[src/rtl/mfm_seq_pkg.sv]
// mfm_seq_pkg: shared states, status codes, address-mark bytes and CRC polynomial for the MFM sector sequencer
package mfm_seq_pkg;
   typedef enum logic [3:0] {
      S_IDLE, S_HUNT_ID, S_ID_MARK, S_ID_FIELD, S_COMPARE,
      S_HUNT_DATA, S_DATA_MARK, S_DATA, S_DATA_CRC, S_FINISH
   } state_e;
   localparam logic [2:0] ST_OK        = 3'd0;
   localparam logic [2:0] ST_NOT_FOUND = 3'd1;
   localparam logic [2:0] ST_ID_CRC    = 3'd2;
   localparam logic [2:0] ST_NO_DAM    = 3'd3;
   localparam logic [2:0] ST_DATA_CRC  = 3'd4;
   localparam logic [7:0] IDAM = 8'hFE;
   localparam logic [7:0] DAM  = 8'hFB;
   localparam logic [7:0] DDAM = 8'hF8;
   localparam logic [15:0] CRC_POLY = 16'h1021;
endpackage

[src/rtl/mfm_crc16.sv]
// mfm_crc16: byte-wide CRC-16-CCITT (MSB first) with preset load; crc_o reads zero after a field plus its own good CRC
module mfm_crc16
   import mfm_seq_pkg::*;
#(
   parameter logic [15:0] PRESET = 16'hCDB4
) (
   input  logic        clk_i,
   input  logic        reset_ni,
   input  logic        load_i,
   input  logic        upd_i,
   input  logic [7:0]  byte_i,
   output logic [15:0] crc_o
);
   logic [15:0] crc_q, crc_d;
   // fold one byte into the running CRC, eight polynomial steps
   always_comb begin
      crc_d = crc_q ^ {byte_i, 8'h00};
      for (int i = 0; i < 8; i++) crc_d = crc_d[15] ? ({crc_d[14:0], 1'b0} ^ CRC_POLY) : {crc_d[14:0], 1'b0};
   end
   // preset on a sync mark, otherwise update on each accepted byte
   always_ff @(posedge clk_i) begin
      if (!reset_ni) crc_q <= 16'h0000;
      else if (load_i) crc_q <= PRESET;
      else if (upd_i) crc_q <= crc_d;
   end
   assign crc_o = crc_q;
endmodule

[src/rtl/mfm_sector_sequencer.sv]
// mfm_sector_sequencer: finds a target ID field in the decoded MFM byte stream and streams its sector payload.
// Define MFM_SEQ_CRC_CHECK_EN to build the CRC engine and report ID/data CRC errors; without it the CRC bytes are only consumed.
module mfm_sector_sequencer
   import mfm_seq_pkg::*;
#(
   parameter int          SECTOR_BYTES = 512,
   parameter int          DAM_WINDOW   = 43,
   parameter int          INDEX_LIMIT  = 2,
   parameter logic [15:0] CRC_PRESET   = 16'hCDB4
) (
   input  logic        clk_50,
   input  logic        reset,
   input  logic        cmd_start,
   input  logic [15:0] tgt_cyl,
   input  logic [3:0]  tgt_head,
   input  logic [7:0]  tgt_sector,
   input  logic [7:0]  byte_in,
   input  logic        byte_stb,
   input  logic        mark_det,
   input  logic        index_pulse,
   output logic [7:0]  data_out,
   output logic        data_out_vld,
   output logic        busy,
   output logic        done,
   output logic [2:0]  status
);
   state_e      st_q;
   logic [15:0] cyl_q, id_cyl_q;
   logic [3:0]  head_q, id_head_q;
   logic [7:0]  sec_q, id_sec_q, data_out_q;
   logic [10:0] cnt_q;
   logic [2:0]  idx_q, idx_d, status_q;
   logic        busy_q, done_q, data_out_vld_q;
   logic [15:0] residue;
   logic        hunt, idx_hit, id_match, crc_bad, id_last;

   assign hunt     = st_q inside {S_HUNT_ID, S_ID_MARK, S_ID_FIELD, S_COMPARE};
   assign idx_d    = (hunt && index_pulse && idx_q != 3'd7) ? idx_q + 3'd1 : idx_q;
   assign idx_hit  = hunt && idx_d >= 3'(INDEX_LIMIT);
   assign id_match = {id_cyl_q, id_head_q, id_sec_q} == {cyl_q, head_q, sec_q};
   assign crc_bad  = residue != 16'h0000;
   assign id_last  = st_q == S_ID_FIELD && byte_stb && cnt_q == 11'd5;

`ifdef MFM_SEQ_CRC_CHECK_EN
   logic crc_load, crc_upd;
   assign crc_load = mark_det && (st_q == S_HUNT_ID || st_q == S_HUNT_DATA);
   assign crc_upd  = byte_stb && (st_q inside {S_ID_MARK, S_ID_FIELD, S_DATA_MARK, S_DATA} ||
                                  (st_q == S_DATA_CRC && cnt_q < 11'd2));
   mfm_crc16 #(.PRESET(CRC_PRESET)) u_crc (
      .clk_i   (clk_50),
      .reset_ni(reset),
      .load_i  (crc_load),
      .upd_i   (crc_upd),
      .byte_i  (byte_in),
      .crc_o   (residue)
   );
`else
   assign residue = CRC_PRESET & 16'h0000;
`endif

   // sector read sequencer; the trailing index check lets an ID completing this cycle beat a timeout
   always_ff @(posedge clk_50) begin
      if (!reset) begin
         st_q           <= S_IDLE;
         cyl_q          <= '0;
         head_q         <= '0;
         sec_q          <= '0;
         id_cyl_q       <= '0;
         id_head_q      <= '0;
         id_sec_q       <= '0;
         cnt_q          <= '0;
         idx_q          <= '0;
         status_q       <= ST_OK;
         busy_q         <= 1'b0;
         done_q         <= 1'b0;
         data_out_q     <= '0;
         data_out_vld_q <= 1'b0;
      end else begin
         done_q         <= 1'b0;
         data_out_vld_q <= 1'b0;
         idx_q          <= idx_d;
         case (st_q)
            S_IDLE: if (cmd_start) begin
               cyl_q    <= tgt_cyl;
               head_q   <= tgt_head;
               sec_q    <= tgt_sector;
               idx_q    <= '0;
               busy_q   <= 1'b1;
               status_q <= ST_OK;
               st_q     <= S_HUNT_ID;
            end
            S_HUNT_ID: if (mark_det) st_q <= S_ID_MARK;
            S_ID_MARK: if (byte_stb) begin
               cnt_q <= '0;
               st_q  <= byte_in == IDAM ? S_ID_FIELD : S_HUNT_ID;
            end
            S_ID_FIELD: if (byte_stb) begin
               case (cnt_q[2:0])
                  3'd0:    id_cyl_q[15:8] <= byte_in;
                  3'd1:    id_cyl_q[7:0]  <= byte_in;
                  3'd2:    id_head_q      <= byte_in[3:0];
                  3'd3:    id_sec_q       <= byte_in;
                  default: ;
               endcase
               cnt_q <= cnt_q + 11'd1;
               if (id_last) st_q <= S_COMPARE;
            end
            S_COMPARE: begin
               cnt_q <= '0;
               st_q  <= crc_bad ? S_FINISH : id_match ? S_HUNT_DATA : S_HUNT_ID;
               if (crc_bad) status_q <= ST_ID_CRC;
            end
            S_HUNT_DATA: if (mark_det) st_q <= S_DATA_MARK;
            else if (byte_stb) begin
               cnt_q <= cnt_q + 11'd1;
               if (cnt_q == 11'(DAM_WINDOW - 1)) begin
                  status_q <= ST_NO_DAM;
                  st_q     <= S_FINISH;
               end
            end
            S_DATA_MARK: if (byte_stb) begin
               cnt_q <= '0;
               if (byte_in == DAM || byte_in == DDAM) st_q <= S_DATA;
               else begin
                  status_q <= ST_NO_DAM;
                  st_q     <= S_FINISH;
               end
            end
            S_DATA: if (byte_stb) begin
               data_out_q     <= byte_in;
               data_out_vld_q <= 1'b1;
               cnt_q          <= cnt_q == 11'(SECTOR_BYTES - 1) ? 11'd0 : cnt_q + 11'd1;
               if (cnt_q == 11'(SECTOR_BYTES - 1)) st_q <= S_DATA_CRC;
            end
            S_DATA_CRC: if (cnt_q == 11'd2) begin
               status_q <= crc_bad ? ST_DATA_CRC : ST_OK;
               st_q     <= S_FINISH;
            end else if (byte_stb) cnt_q <= cnt_q + 11'd1;
            S_FINISH: begin
               done_q <= 1'b1;
               busy_q <= 1'b0;
               st_q   <= S_IDLE;
            end
            default: st_q <= S_IDLE;
         endcase
         if (idx_hit && !id_last && !(st_q == S_COMPARE && (crc_bad || id_match))) begin
            status_q <= ST_NOT_FOUND;
            st_q     <= S_FINISH;
         end
      end
   end

   assign data_out     = data_out_q;
   assign data_out_vld = data_out_vld_q;
   assign busy         = busy_q;
   assign done         = done_q;
   assign status       = status_q;
endmodule

[config.mk]
export PLATFORM = sky130hd
export DESIGN_NAME = mfm_sector_sequencer
export DESIGN_NICKNAME = d
export VERILOG_FILES = /design/src/rtl/mfm_seq_pkg.sv /design/src/rtl/mfm_crc16.sv /design/src/rtl/mfm_sector_sequencer.sv
export SDC_FILE = /design/constraint.sdc
export NUM_CORES = 1
export LEC_CHECK = 0
export ABC_AREA = 1
export CELL_PAD_IN_SITES_DETAIL_PLACEMENT = 2
export CELL_PAD_IN_SITES_GLOBAL_PLACEMENT = 2
export CORE_MARGIN = 10
export CORE_UTILIZATION = 31
export CTS_BUF_LIST = sky130_fd_sc_hd__clkbuf_16
export CTS_CLUSTER_SIZE = 25
export DETAILED_ROUTE_END_ITERATION = 10
export PLACE_DENSITY = 0.85
export SETUP_SLACK_MARGIN = 0.1
export SYNTH_ARGS = -nofsm -noshare
export SYNTH_HDL_FRONTEND = slang
export SYNTH_SLANG_ARGS = --single-unit
[constraint.sdc]
create_clock -name clk_50 -period 1.85 [get_ports clk_50]
set_input_delay 0.4625 -clock clk_50 [delete_from_list [all_inputs] [get_ports clk_50]]
set_output_delay 0.4625 -clock clk_50 [all_outputs]
set_load 0.01 [all_outputs]
Word-level counts from Yosys, hierarchy flattened
Cells that the tools add are included.
{ "totals": {"ff_bits": 88, "output_inout_bits": 14, "wordCells": 147} }
{ "classes": {"n_addsub": 2, "magnitude_cmp": 1, "n_eq_ne": 53, "n_mux": 40, "bitwise_logic": 1, "reduce_logical": 33} }
{ "op_table": {"columns": ["operator", "n"], "rows": [
  ["11-bit 2-to-1 mux", 6],
  ["11-bit one-hot mux with 6 select lines", 1],
  ["4-bit 2-to-1 mux", 14],
  ["3-bit != test, second input constant", 12],
  ["4-bit one-hot mux with 9 select lines", 1],
  ["3-bit 2-to-1 mux", 11],
  ["28-bit equality test", 1],
  ["2-bit != test, second input constant", 14],
  ["8-bit equality test, second input constant", 3],
  ["11-bit AND reduction", 2],
  ["4-bit by 3-bit equality test with 1-bit output, second input constant", 4],
  ["8-bit AND reduction", 2],
  ["3-bit by 2-bit != test with 1-bit output, second input constant", 4],
  ["3-bit one-hot mux with 4 select lines", 1],
  ["3-bit AND reduction", 4],
  ["11-bit by 1-bit adder with 11-bit output, second input constant", 1],
  ["11-bit by 2-bit equality test with 1-bit output, second input constant", 1],
  ["11-bit by 3-bit equality test with 1-bit output, second input constant", 1],
  ["11-bit by 6-bit equality test with 1-bit output, second input constant", 1],
  ["11-bit by 9-bit equality test with 1-bit output, second input constant", 1],
  ["4-bit by 2-bit equality test with 1-bit output, second input constant", 2],
  ["4-bit equality test, second input constant", 2],
  ["1-bit logical AND", 8],
  ["4-bit != test, second input constant", 2],
  ["21 further kinds", 31]
]} }

Depth between registers and ports, before layout
{ "depth": {"depth_word": 11, "ltp_mapped": 13, "depth_no_buf": 13} }

Least setup slack after synthesis
Ideal clock, no wire load.
{ "synth_timing": {"path_kind": "flip-flop to flip-flop", "start": "reg cnt_q[0]", "end": "reg cnt_q[7]", "setup_ns": 0.115, "t_arrival_ns": 1.463, "setup_slack_ns": 0.272, "stages_incl_launch_ff": 13, "path_buffers": 0, "path_cell_list": "dfxtp_1 > inv_1 > ha_1 > nand2_1 > nor2_1 > nand3_1 > nand2_1 > nand2_2 > nand2_4 > inv_6 > nand3_4 > nand2_2 > nor2_1"} }
{ "synth_between": {"elab_chain_cells": 4, "elab_cells_between_ends": 11, "classes_between": "1 x add/sub; 3 x eq/ne; 6 x mux; 1 x reduce/logical"} }
{ "synth_lines": {"columns": ["element", "line_no", "text"], "rows": [
  ["start, declared", "mfm_sector_sequencer.sv:31", "logic [10:0] cnt_q;"],
  ["start signal, assigned", "mfm_sector_sequencer.sv:105", "cnt_q <= cnt_q + 11'd1;"],
  ["start signal, assigned", "mfm_sector_sequencer.sv:115", "cnt_q <= cnt_q + 11'd1;"],
  ["start signal, assigned", "mfm_sector_sequencer.sv:132", "cnt_q <= cnt_q == 11'(SECTOR_BYTES - 1) ? 11'd0 : cnt_q + 11'd1;"],
  ["11-bit by 1-bit adder with 11-bit output / 11-bit by 9-bit equality test with 1-bit output (equally long branches)", null, null],
  ["11-bit 2-to-1 mux, on equally long branches", null, null],
  ["11-bit 2-to-1 mux, on equally long branches", "mfm_sector_sequencer.sv:135, mfm_sector_sequencer.sv:113, mfm_sector_sequencer.sv:129", null],
  ["11-bit one-hot mux with 6 select lines", "mfm_sector_sequencer.sv:82", "case (st_q)"]
]} }
Parallel ways exist; a longest one is shown, timed or not. The select of a mux whose other input is x is not followed.
A chain may end at the register's enable or synchronous reset.

Worst setup path after layout
{ "layout_timing": {"start": "reg cnt_q[0]", "end": "reg status_q[0] (netlist: status[0])"} }
{ "layout_between": {"elab_chain_cells": 7, "elab_cells_between_ends": 17, "classes_between": "10 x eq/ne; 1 x mux; 6 x reduce/logical"} }
{ "layout_lines": {"columns": ["element", "line_no", "text"], "rows": [
  ["11-bit by 3-bit equality test with 1-bit output", "mfm_sector_sequencer.sv:42", "assign id_last = st_q == S_ID_FIELD && byte_stb && cnt_q == 11'd5;"],
  ["1-bit logical AND", "mfm_sector_sequencer.sv:42", null],
  ["1-bit zero test", "mfm_sector_sequencer.sv:146", "if (idx_hit && !id_last && !(st_q == S_COMPARE && (crc_bad || id_match))) begin"],
  ["1-bit logical AND (2 in series)", "mfm_sector_sequencer.sv:146", null],
  ["3-bit != test (no source line) / 5-bit nonzero test (equally long branches)", null, null],
  ["8-bit AND reduction (no source line)", null, null],
  ["end signal, assigned", "mfm_sector_sequencer.sv:136", "status_q <= crc_bad ? ST_DATA_CRC : ST_OK;"],
  ["end, declared", "mfm_sector_sequencer.sv:32", "logic [2:0] idx_q, idx_d, status_q;"]
]} }
Parallel ways exist; a longest one is shown, timed or not.

==> impl_metrics.toml <==
[outcome]
status = "finished clean"

[setup_path]
worst-path-max-fanout = 5
startpoint_type = "flip-flop"
rr_endpoint = "status[0]"
setup.worst_path.end_class = "flip-flop"
reg2reg_setup_slack_ps = 70
r2r.worst_path.cells = 10
worst_path_required_ps = 2070
critical_path_arrival_ps = 2000
critPathKind = "reg -> reg"
r2r_start = "cnt_q[0]"

[route]
detailedRoute.firstPassIterationCount = 7
antenna_violating_nets_post_route = 0
wirelength_um = 16000
wire_per_inst_um = 18.7
dr_total_vias = 4231
vias_per_cell = 4.92
detail_route.iter0.violations = 165
detail_route.drc_violations = 0

[logic_synthesis]
number_of_warnings_printed_during_yosys_synthesis = 0
synth.most_common_cell = "dfxtp_1"
dominant_combinational_cell_family_by_area_after_synthesis = "simple AND/OR/NAND/NOR gates"
post_synth_instance_area_mm2 = 0.00420
netlist.top_cell.by_area = "dfxtp_1"
asyncSetResetFlopFracSynth = 0
area_share_of_the_largest_cell_type_after_synthesis = 0.414
synthCells = 588
synthAdderAreaFrac = 0.0208
syn_nets = 637
synth-compound-area-share = 0.163
synth_cell_types = 32
synth_simple_gate_area_share = 0.252
ys_dominant_reg_cell = "dfxtp_1"
synth_enable_flop_cells = 0
synthXorXnorAreaFrac = 0.0584
seq_area_frac_synth = 0.414
post_synth_mux_area_share = 0
ys_ff_latch = 87
top_area_cells_in_the_synthesized_netlist = "dfxtp_1 41%, nand2_1 7.7%, o21ai_0 7.6%"
synth.avg_cell_area_um2 = 7.15
synthTopCellsByCount = "87 x dfxtp_1, 86 x nand2_1, 76 x nor2_1"

[timing]
final_min_period_over_clock_period = 0.960
clock.fmax_mhz = 563
finalCriticalPeriod_ps = 1780
hold_slack_ps = 467
report.final.setup_viol = 0
clock_skew_ps = 7.60
number_of_failing_hold_endpoints_at_the_final_stage = 0
setup_repair_after_global_routing_missed_its_margin = "yes"
tns_ps = 0
slew_viol_final = 0

[pwr]
power_density_mw_per_mm2 = 1180
leak_nw = 2.53
irDropWorstVdd_uv = 892

[global_routing]
maximum_number_of_pins_on_one_net_before_global_route_repair = 60
grt_use_total = 0.170
grt_first_pass_wirelength_um = 25000
grt_overflow = 0
number_of_antenna_violations_at_the_first_check_in_global_routing = 0
grt_pass1_vias = 4784

[floorplanning]
fp.dieH_um = 136
die_width_um = 136
die_area_mm2 = 0.0186
core_mm2 = 0.0132
number_of_core_rows = 42
design.portCount = 56
initial_core_util = 0.317

[clocking]
ctsHtreeMaxLevel = 3
cts_hold_buf = 0
clock_sink_count = 87
clk_transition_reported_paths_ps = 60
tritoncts = "built"
cts_root_buffer = "clkbuf_16"
clock_latency_ps = 350
clock_tree.buffer_depth = 2
number_of_cts_inserted_buffers = 9

[cells_and_area]
finalNetCount = 728
post_route_cells_drive_above_1_share = 0.202
layout_stage_area_growth_over_the_synthesis_result_pct = 38.9
layout.core_utilization = 0.441
antenna_cells = 0

[worst_hold_path]
holdCritPathClass = "reg -> reg"
worstHoldStart = "cyl_q[0]"
whs_endpoint = "cyl_q[0]"
holdPathStages = 2

[flow_run]
max_cap_violations = 0

[placed_design]
count_of_buffers_inserted_at_the_top_level_ports = 54
detailedPlacementHpwl_um = 11300
globalplace.congestion = 0.892
-- critical path: stages, from the launching register on --
cell and delay [ps]:
dfxtp_4 380, inv_4 70, ha_4 130, nand2_4 60
buf_6 130, nor3_4 120, nand2_2 100, o21ai_0 220
nand3_1 190, o21ai_1 170, a21oi_1 80
-- kinds of logic (layout without fill, tap and decap cells) --
kind of cell | count (synthesis) | in the layout
simple gates | 235 | 235
compound gates | 135 | 135
buf+inv | 95 | 191
flops | 87 | 87
xor+xnor | 28 | 28
fa+ha+maj | 7 | 7
other cells | 1 | 1
-- final cells by class --
| cell class | instances | area (um2) |
|---|---|---|
| clock buffers | 9 | 225 |
| inverters | 74 | 290 |
| fillers | 1511 | 7400 |
| flip-flops and latches | 87 | 1770 |
| clock inverters | 7 | 57.6 |
| well taps | 176 | 220 |
| repair buffers | 101 | 961 |
| multi-input cells | 406 | 2320 |
-- cells in the final DEF (no fill, tap or decap), drive strengths merged, types with 2 or more instances in the layout --
| cell type | count |
|---|---|
| ha | 7 |
| clkbuf | 9 |
| buf | 48 |
| nand2 | 95 |
| xor2 | 8 |
| nand3b | 2 |
| clkdlybuf4s50 | 42 |
| inv | 79 |
| a21oi | 63 |
| nor2 | 83 |
| dlymetal6s2s | 10 |
| dfxtp | 87 |
| nor3 | 14 |
| o21ai | 69 |
| nand3 | 39 |
| xnor2 | 20 |
-- worst max-delay path by stage --
stage / startpoint / end / slack (ps) / depth (start not counted)
5_1_grt: st_q[1] / status[0] / -110 / 9
4_1_cts: st_q[0] / st_q[2] / 90 / 11
6_report: cnt_q[0] / status[0] / 70 / 10
2_1_floorplan: cnt_q[0] / cnt_q[7] / 270 / 12
3_3_place_gp: byte_in[7] / st_q[3] / -270 / 11
3_5_place_dp: byte_in[7] / st_q[3] / -310 / 11
-- registers in the layout, summed over array words and instances (netlist names) --
name	cells
cyl_q	16
id_cyl_q	16
cnt_q	11
data_out	8
id_sec_q	8
sec_q	8
head_q	4
id_head_q	4
st_q	4
idx_q	3
status	2
busy	1
data_out_vld	1
done	1
-- timing repair --
item	4_1_cts	5_1_grt
pin swaps	6	16
gates resized for setup	21	71
setup buffers	2	7
setup endpoints to repair	26	36
-- per-stage QoR --
step,cell area (um2),std cells,power [mW],setup WS [ps]
final,5840,860,6.88,74.8
after global placement,5190,835,4.51,-270
after CTS,5540,853,6.62,92.9
after global routing,5840,860,7.40,-112
after floorplan,4200,588,3.79,272
after detailed placement,5190,835,4.64,-306
-- metal layers --
layer | track usage | vias up | part of all wire
met1 | 0.190 | 2106 | 0.42
met4 | 0.0609 | 0 | 0.015
met5 | 0 | - | 0
met3 | 0.0358 | 16 | 0.030
met2 | 0.309 | 44 | 0.53
li1 | - | 2065 | -
-- power by group --
part	switching [mW]	internal [mW]	leakage (nW)
clock network	0.789	1.03	0.152
registers	0.322	2.21	0.713
logic	1.48	1.06	1.66
total	2.59	4.30	2.53
(Power assumes the default switching activity.)
